===== config.mk =====
export PLATFORM = sky130hd
export DESIGN_NAME = demux_1_to_4_stream_flat
export DESIGN_NICKNAME = d
export VERILOG_FILES = /design/src/rtl/demux_1_to_4_stream_pkg.sv /design/src/rtl/demux_1_to_4_stream_if.sv /design/src/rtl/demux_1_to_4_stream_slot.sv /design/src/rtl/demux_1_to_4_stream.sv /design/src/flat_wrapper.sv
export SDC_FILE = /design/constraint.sdc
export NUM_CORES = 1
export LEC_CHECK = 0
export ABC_CLOCK_PERIOD_IN_PS = 1590
export CAP_MARGIN = 20
export CELL_PAD_IN_SITES_DETAIL_PLACEMENT = 0
export CELL_PAD_IN_SITES_GLOBAL_PLACEMENT = 1
export CORE_ASPECT_RATIO = 0.75
export CORE_MARGIN = 2
export CORE_UTILIZATION = 30
export CTS_BUF_LIST = sky130_fd_sc_hd__clkbuf_2 sky130_fd_sc_hd__clkbuf_4 sky130_fd_sc_hd__clkbuf_8
export CTS_CLUSTER_DIAMETER = 200
export CTS_CLUSTER_SIZE = 24
export DETAILED_ROUTE_END_ITERATION = 7
export PLACE_DENSITY = 0.82
export SYNTH_ARGS = -nofsm -noshare
export SYNTH_HDL_FRONTEND = slang
export SYNTH_SLANG_ARGS = --single-unit
export TNS_END_PERCENT = 50

===== constraint.sdc =====
create_clock -name clk -period 1.59 [get_ports clk]
set_input_delay 0.2385 -clock clk [delete_from_list [all_inputs] [get_ports clk]]
set_output_delay 0.2385 -clock clk [all_outputs]
set_load 0.02 [all_outputs]

===== src/rtl/demux_1_to_4_stream_pkg.sv =====
// Shared definitions for the 1-to-4 stream demux and its 4-to-1 select counterpart.
//   NUM_CH / SEL_W   : channel count and select width
//   SLOT_EMPTY/FULL  : per-channel holding slot states
//   decoder_2_to_4() : select -> one-hot channel decode
package demux_1_to_4_stream_pkg;

    localparam int NUM_CH = 4;
    localparam int SEL_W  = 2;

    localparam logic [0:0] SLOT_EMPTY = 1'b0;
    localparam logic [0:0] SLOT_FULL  = 1'b1;

    // 00->ch1 (bit0), 01->ch2 (bit1), 10->ch3 (bit2), 11->ch4 (bit3)
    function automatic logic [NUM_CH-1:0] decoder_2_to_4(input logic [SEL_W-1:0] sel);
        logic [NUM_CH-1:0] oh;
        oh = '0;
        oh[sel] = 1'b1;
        return oh;
    endfunction

endpackage


===== src/rtl/demux_1_to_4_stream_if.sv =====
// Stream bus for the 1-to-4 demux.
//   s, in_data, in_valid, in_ready : producer side, transfer on in_valid & in_ready
//   out_data[n], out_valid[n], out_ready[n] : channel n+1 consumer side
//   xfer_count : accepted input transfers, 8-bit wrapping
// slave  = demux side, master = producer/consumers side.
interface demux_1_to_4_stream_if #(
    parameter int WIDTH = 8
);
    import demux_1_to_4_stream_pkg::*;

    logic [SEL_W-1:0]              s;
    logic [WIDTH-1:0]              in_data;
    logic                          in_valid;
    logic                          in_ready;
    logic [NUM_CH-1:0][WIDTH-1:0]  out_data;
    logic [NUM_CH-1:0]             out_valid;
    logic [NUM_CH-1:0]             out_ready;
    logic [7:0]                    xfer_count;

    modport slave (
        input  s, in_data, in_valid, out_ready,
        output in_ready, out_data, out_valid, xfer_count
    );

    modport master (
        output s, in_data, in_valid, out_ready,
        input  in_ready, out_data, out_valid, xfer_count
    );

endinterface


===== src/rtl/demux_1_to_4_stream_slot.sv =====
// stream_slot: one-entry holding register with valid/ready on the output.
//   clk, rst  : clock, synchronous active-high reset
//   load      : write d this edge (caller guarantees room: empty or popping)
//   d         : word to load
//   pop_ready : downstream consumer ready
//   q, valid  : held word and full flag
// Load wins over pop so a simultaneous pop+load keeps the slot full.
module stream_slot
    import demux_1_to_4_stream_pkg::*;
#(
    parameter int WIDTH = 8
) (
    input  logic             clk,
    input  logic             rst,
    input  logic             load,
    input  logic [WIDTH-1:0] d,
    input  logic             pop_ready,
    output logic [WIDTH-1:0] q,
    output logic             valid
);

    logic [0:0] state;

    always_ff @(posedge clk) begin
        if (rst) begin
            state <= SLOT_EMPTY;
            q     <= '0;
        end else if (load) begin
            state <= SLOT_FULL;
            q     <= d;
        end else if (state == SLOT_FULL && pop_ready) begin
            state <= SLOT_EMPTY;
        end
    end

    assign valid = (state == SLOT_FULL);

endmodule


===== src/rtl/demux_1_to_4_stream.sv =====
// demux_1_to_4_stream: registered 1-to-4 stream demultiplexer.
//   clk, rst : clock, synchronous active-high reset
//   bus      : slave side of demux_1_to_4_stream_if (input stream, four
//              output channels, transfer counter)
// Each channel owns a one-entry slot, so a stalled consumer only blocks
// the input while it is the selected target.
module demux_1_to_4_stream
    import demux_1_to_4_stream_pkg::*;
#(
    parameter int WIDTH = 8
) (
    input  logic                         clk,
    input  logic                         rst,
    demux_1_to_4_stream_if.slave         bus
);

    logic [NUM_CH-1:0]            tgt;
    logic [NUM_CH-1:0]            room;
    logic [NUM_CH-1:0]            load;
    logic [NUM_CH-1:0][WIDTH-1:0] slot_q;
    logic [NUM_CH-1:0]            slot_vld;
    logic                         accept;
    logic [7:0]                   cnt;

    assign tgt  = decoder_2_to_4(bus.s);
    // A slot can take a word if empty or being drained this same edge.
    assign room = ~slot_vld | bus.out_ready;

    // Ready depends only on the selected slot, never on in_valid.
    assign bus.in_ready = ~rst & |(tgt & room);
    assign accept       = bus.in_valid & bus.in_ready;
    assign load         = {NUM_CH{accept}} & tgt;

    for (genvar n = 0; n < NUM_CH; n++) begin : g_slot
        stream_slot #(.WIDTH(WIDTH)) u_slot (
            .clk       (clk),
            .rst       (rst),
            .load      (load[n]),
            .d         (bus.in_data),
            .pop_ready (bus.out_ready[n]),
            .q         (slot_q[n]),
            .valid     (slot_vld[n])
        );
    end

    always_ff @(posedge clk) begin
        if (rst)         cnt <= '0;
        else if (accept) cnt <= cnt + 8'd1;
    end

    assign bus.out_data   = slot_q;
    assign bus.out_valid  = slot_vld;
    assign bus.xfer_count = cnt;

endmodule


===== src/flat_wrapper.sv =====
// flat-port wrapper written by rule: the top's interface ports become plain ports
module demux_1_to_4_stream_flat import demux_1_to_4_stream_pkg::*;
#(
    parameter int WIDTH = 8
)
  (clk, rst, bus_s, bus_in_data, bus_in_valid, bus_out_ready, bus_in_ready, bus_out_data, bus_out_valid, bus_xfer_count);
  demux_1_to_4_stream_if #(.WIDTH(WIDTH)) bus_i ();
  input  logic clk;
  input  logic rst;
  input wire logic [$bits(bus_i.s)-1:0] bus_s;
  input wire logic [$bits(bus_i.in_data)-1:0] bus_in_data;
  input wire logic [$bits(bus_i.in_valid)-1:0] bus_in_valid;
  input wire logic [$bits(bus_i.out_ready)-1:0] bus_out_ready;
  output wire logic [$bits(bus_i.in_ready)-1:0] bus_in_ready;
  output wire logic [$bits(bus_i.out_data)-1:0] bus_out_data;
  output wire logic [$bits(bus_i.out_valid)-1:0] bus_out_valid;
  output wire logic [$bits(bus_i.xfer_count)-1:0] bus_xfer_count;
  assign bus_i.s = bus_s;
  assign bus_i.in_data = bus_in_data;
  assign bus_i.in_valid = bus_in_valid;
  assign bus_i.out_ready = bus_out_ready;
  assign bus_in_ready = bus_i.in_ready;
  assign bus_out_data = bus_i.out_data;
  assign bus_out_valid = bus_i.out_valid;
  assign bus_xfer_count = bus_i.xfer_count;
  demux_1_to_4_stream #(.WIDTH(WIDTH)) u_core (.clk(clk), .rst(rst), .bus(bus_i));
endmodule

Word level (Yosys, flattened, before mapping)
Cells that the tools add are included.
Cells by class
  magnitude comparators: 2
  add/subtract/negate cells: 1
  reductions and logical operators: 10
  mux-type cells: 10
  bitwise logic cells: 7
Operators with widths (number)
  2-to-1 mux 1 bit: 9
  adder 8 x 1 -> 8 bit, second input constant: 1
  AND 4 bit: 2
  nonzero test 2 bit: 4
  logical AND 1 bit: 5
  NOT 4 bit: 1
  bitwise OR 4 bit: 1
  OR reduction 4 bit: 1
  < comparator 2 x 3 -> 1 bit, second input constant: 1
  AND 1 bit: 2
  demux 1 bit (select 2 bit): 1
  >= comparator 2 x 1 -> 1 bit, second input constant: 1
  NOT 1 bit: 1
Word-level totals
  logic and storage cells: 39
  output and inout bits: 45
  flip-flop bits (word level): 44

Logic depth before layout (Yosys ltp)
  depth after elaboration: 10
  gate-level depth with buffers: 6

Hierarchy
Synthesis repeated with hierarchy kept, for this count alone.
Unflattened totals
  cell total of the unflattened synthesis: 177
  area total of the unflattened synthesis: 1765.4 um^2
Modules (own cells, without submodules)
  stream_slot: times used 4, area each 321.6 um^2, sequential area each 180.2 um^2, cells an instance 30
  demux_1_to_4_stream: times used 1, area each 479.2 um^2, sequential area each 160.2 um^2, cells an instance 57

Worst setup path after synthesis
OpenSTA, ideal clock, no wires.
  kind: register to output
  start: register u_core.g_slot[0].u_slot.state
  end: output bus_in_ready
  cell stages (with the launch flop): 5
  slack: -36 ps
  data arrival time: 1388 ps
  cells stage by stage: dfxtp_1 nor2b_1 mux4_2 buf_2 nor2_1
On the way
  word-level cells in the longest chain between the ends: 5
Ends and longest elaborated chain
  from (decl): RTL line demux_1_to_4_stream_slot.sv:22  | logic [0:0] state;
  from (signal assigned): RTL line demux_1_to_4_stream_slot.sv:26  | state <= SLOT_EMPTY;
  from (signal assigned): RTL line demux_1_to_4_stream_slot.sv:29  | state <= SLOT_FULL;
  from (signal assigned): RTL line demux_1_to_4_stream_slot.sv:32  | state <= SLOT_EMPTY;
  NOT 4 bit: RTL line demux_1_to_4_stream.sv:27  | assign room = ~slot_vld | bus.out_ready;
  bitwise OR 4 bit: RTL line demux_1_to_4_stream.sv:27
  AND 4 bit: RTL line demux_1_to_4_stream.sv:30  | assign bus.in_ready = ~rst & |(tgt & room);
  OR reduction 4 bit: RTL line demux_1_to_4_stream.sv:30
  AND 1 bit: RTL line demux_1_to_4_stream.sv:30
  to (decl): RTL line flat_wrapper.sv:14  | output wire logic [$bits(bus_i.in_ready)-1:0] bus_in_ready;
Every way passes these cells.

Worst setup path in the final report
  start: register u_core.g_slot[3].u_slot.state
  end: register u_core.cnt[5] (netlist: u_core.bus.xfer_count[5])
On the way
  word-level cells in the longest chain between the ends: 6
Ends and longest elaborated chain
  from (decl): RTL line demux_1_to_4_stream_slot.sv:22
  from (signal assigned): RTL line demux_1_to_4_stream_slot.sv:26
  from (signal assigned): RTL line demux_1_to_4_stream_slot.sv:29
  from (signal assigned): RTL line demux_1_to_4_stream_slot.sv:32
  NOT 4 bit: RTL line demux_1_to_4_stream.sv:27
  bitwise OR 4 bit: RTL line demux_1_to_4_stream.sv:27
  AND 4 bit: RTL line demux_1_to_4_stream.sv:30
  OR reduction 4 bit: RTL line demux_1_to_4_stream.sv:30
  AND 1 bit: RTL line demux_1_to_4_stream.sv:30
  AND 1 bit: RTL line demux_1_to_4_stream.sv:31  | assign accept = bus.in_valid & bus.in_ready;
  to (signal assigned): RTL line demux_1_to_4_stream.sv:48  | else if (accept) cnt <= cnt + 8'd1;
  to (decl): RTL line demux_1_to_4_stream.sv:23  | logic [7:0] cnt;
Every way passes these cells.
A chain may end at the register's enable or synchronous reset.

==> results by group <==
Worst setup path
  – Worst path arrival time: 1.98 ns
  – CP bufs+invs: 2
  – Worst path slowest cell: mux4_2
  – Critical-path cell list: nor2b_4 > mux4_2 > buf_6 > buf_6 > or3_1 > a21oi_1
  – CP Capture Type: flip-flop
  – Worst path max stage delay: 0.54 ns
  – Worst path required time: 1.81 ns
  – Startpoint Class: flip-flop
  – CP top delay family: multiplexers
  – Most frequent cell on the critical path: buf_6
  – CP Class: reg2reg
  – Worst Path Max Fanout: 5

Global route
  – Initial antenna violation count: 0
  – Vias in the first global route: 1473
  – Global-route wire length before repair: 7.334 mm
  – Gr usage total: 14.23%
  – Largest net degree at the start of global routing: 33
  – Gr ovfl total: 0

Layout
  – Design Area, Final: 2793 µm²
  – Antenna cells: 0
  – Nets: 275
  – Most common cell after layout, fill and taps aside: clkdlybuf4s50_1
  – Layout cells sized above 1: about a fifth
  – Syn-to-layout area delta: 60.00%
  – Most frequent cells in the layout: clkdlybuf4s50_1 (50), dfxtp_1 (42), nor2_1 (36), mux2i_1 (33), buf_4 (20)

STA
  – Pins Over Slew Limit: 0
  – Clk_skew: approximately 0.0051 ns
  – Final WS setup: -0.1652 ns
  – Fin Hold WS: 0.4266 ns
  – Min Clock Period, post-route: around 1.8 ns
  – Fmax: about 0.57 GHz
  – RSZ-0062 raised after global routing: yes
  – Fin. Hold Viols: 0
  – # setup viols final: 8
  – Slew HR: about three quarters
  – Period Utilization, post-route: 110.4%
  – Worst-Margin Slew: 0.3453 ns

Logic synthesis
  – Synth top area share: 50.47%
  – Post-synthesis register bit count: 44
  – Syn nets: 195
  – Cell variety after synth: 27
  – Synth area leader: dfxtp_1
  – Area contributors post-synth: dfxtp_1 (50%), mux2i_1 (19%), nor2_1 (8.2%)
  – Synthesized area: roughly 1700 µm²
  – Register area share after synthesis: around half
  – Cells after Synth: about 180
  – Mean Syn Cell Area: about 9.9 µm²
  – Yosys warnings: 0

Pwr
  – Leak Pwr: approximately 1.2 nW
  – Net Sw Power: 0.0005243 W
  – Power Dens Cells: 804.9 nW/µm²
  – Sequential share of power: 50.7%
  – Net Sw Frac: about a quarter
  – Tot Pwr: 0.002248 W
  – Clk pwr share: 37.7%
  – Int Pwr: 0.001723 W
  – Combinational Power Share: 11.6%
  – Max VDD drop: 0.5818 mV

Clock network
  – CTS tree: done
  – Worst-Skew Late Latency: 0.29 ns
  – Clock sinks: 44
  – Worst-path clk slew: 0.09 ns
  – Num CTS Buffers: 5
  – CTS max path bufs: 2
  – H-Tree Level Count: 2
  – Root Buffer: clkbuf_8
  – Cts hold-fix bufs: 0

Place
  – Dpl ws: -0.6959 ns
  – I/O Buffers: roughly 60
  – Post-Place Cell Area: 2552 µm²
  – Detail Placement HPWL: between 3 and 4 mm
  – RePlAce Congestion: 0.7949

Routing
  – Initial drt markers: 95
  – Antenna viol nets, final: 0
  – TritonRoute pass-1 iters: 4
  – Wirelength per Cell: 13.51 µm
  – DR vias: 1534
  – Via density: about 4.6
  – Residual DRC: 0
  – Total wire length: 4.540 mm

Die
  – Full die area: 6450 µm²
  – Die width: approximately 90 µm
  – Row Count: 24
  – I/O pin count: 62
  – Initial Util: 30.59%
  – Core area: 5705 µm²
  – Die span in y: 70.06 µm

Hold path
  – Hold Crit Class: in2reg

Run
  – Max-cap violations: 0

Status
  – Failing checks: setup timing
  – Status: finished, violations left
==> per-layer routing <==
layer | routed length [µm] | GRT usage (%)
met3 | 306 | 5.070
met1 | 2214 | 19.91
met2 | 1997 | 21.24
met5 | 0 | 0
met4 | 21 | 2.985
==> registers in the layout, indices dropped and copies added (netlist names) <==
name                        cells
u_core.g_slot.u_slot.valid      4
u_core.bus.xfer_count           8
u_core.g_slot.u_slot.q         32
==> area by class of cell <==
type / instances / area, µm²
Fill cell: 543 / 2913
Tap cell: 78 / 97.59
Clock buffer: 5 / 68.82
Multi-Input combinational cell: 116 / 867.1
Clock inverter: 3 / 42.54
Sequential cell: 44 / 883.3
Timing Repair Buffer: 87 / 822.0
Inverter: 3 / 11.26
==> path summary, 6_finish.rpt <==
kind,from,endpoint,slack [ns],cells past startpoint
max,u_core.g_slot[3].u_slot.valid,u_core.bus.xfer_count[5],-0.17,6
min,bus_out_ready[2],u_core.g_slot[2].u_slot.valid,0.43,3
max reg2reg,u_core.g_slot[3].u_slot.valid,u_core.bus.xfer_count[5],-0.17,6
min reg2reg,u_core.g_slot[0].u_slot.q[3],u_core.g_slot[0].u_slot.q[3],0.50,2
==> synthesized netlist by cell type, drive strengths merged <==
cell / count
nor4: 1
o31ai: 1
nand4b: 1
o311ai: 2
nor2b: 5
nor4b: 1
clkbuf: 5
nand2b: 3
or4: 1
buf: 9
o21ai: 4
dfxtp: 44
nor2: 38
mux4: 1
inv: 3
nand2: 6
nand4: 3
mux2i: 33
ha: 1
and4: 1
a21oi: 7
or3: 4
and4b: 1
o41ai: 2
==> cell families after synthesis <==
family / after synthesis / synth area share [%]
compound gates: 16 / 5.592
fa+ha+maj: 1 / 0.7167
buf+inv: 17 / 4.874
flops: 44 / 50.47
mux: 34 / 20.22
simple gates: 65 / 18.14
==> repair_timing <==
| action | CTS | global route |
|---|---|---|
| endpoints found under the setup margin | 10 | 35 |
| setup buffers | 4 | 0 |
| gates cloned | 1 | 0 |
| resized for setup | 28 | 12 |
| pin swaps | 9 | 5 |
==> worst register-to-register path: stages (launching register included) <==
cell     delay [ns]
dfxtp_2        0.33
nor2b_4        0.12
mux4_2         0.54
buf_6          0.17
buf_6          0.12
or3_1          0.30
a21oi_1        0.13
==> metrics by stage <==
step           utilization, %  std cells  TNS [ns]
2_1_floorplan               -        177         0
3_3_place_gp            44.74        323    -10.60
3_5_place_dp            44.74        323    -11.47
4_1_cts                 48.09        336    -1.078
5_1_grt                 48.95        336    -1.471
6_report                48.95        336    -1.080
==> power groups by stage <==
| stage | Sequential [W] | Combinational, W | Clock, W |
|---|---|---|---|
| 6_report | 0.00114 | 0.000261 | 0.000847 |
| 5_1_grt | 0.00114 | 0.000280 | 0.000922 |
| 4_1_cts | 0.00114 | 0.000259 | 0.000881 |
| 3_5_place_dp | 0.00117 | 0.000251 | 0 |
| 3_3_place_gp | 0.00116 | 0.000250 | 0 |
| 2_1_floorplan | 0.00119 | 0.0000879 | 0 |
Power figures use the tool's default switching activity.
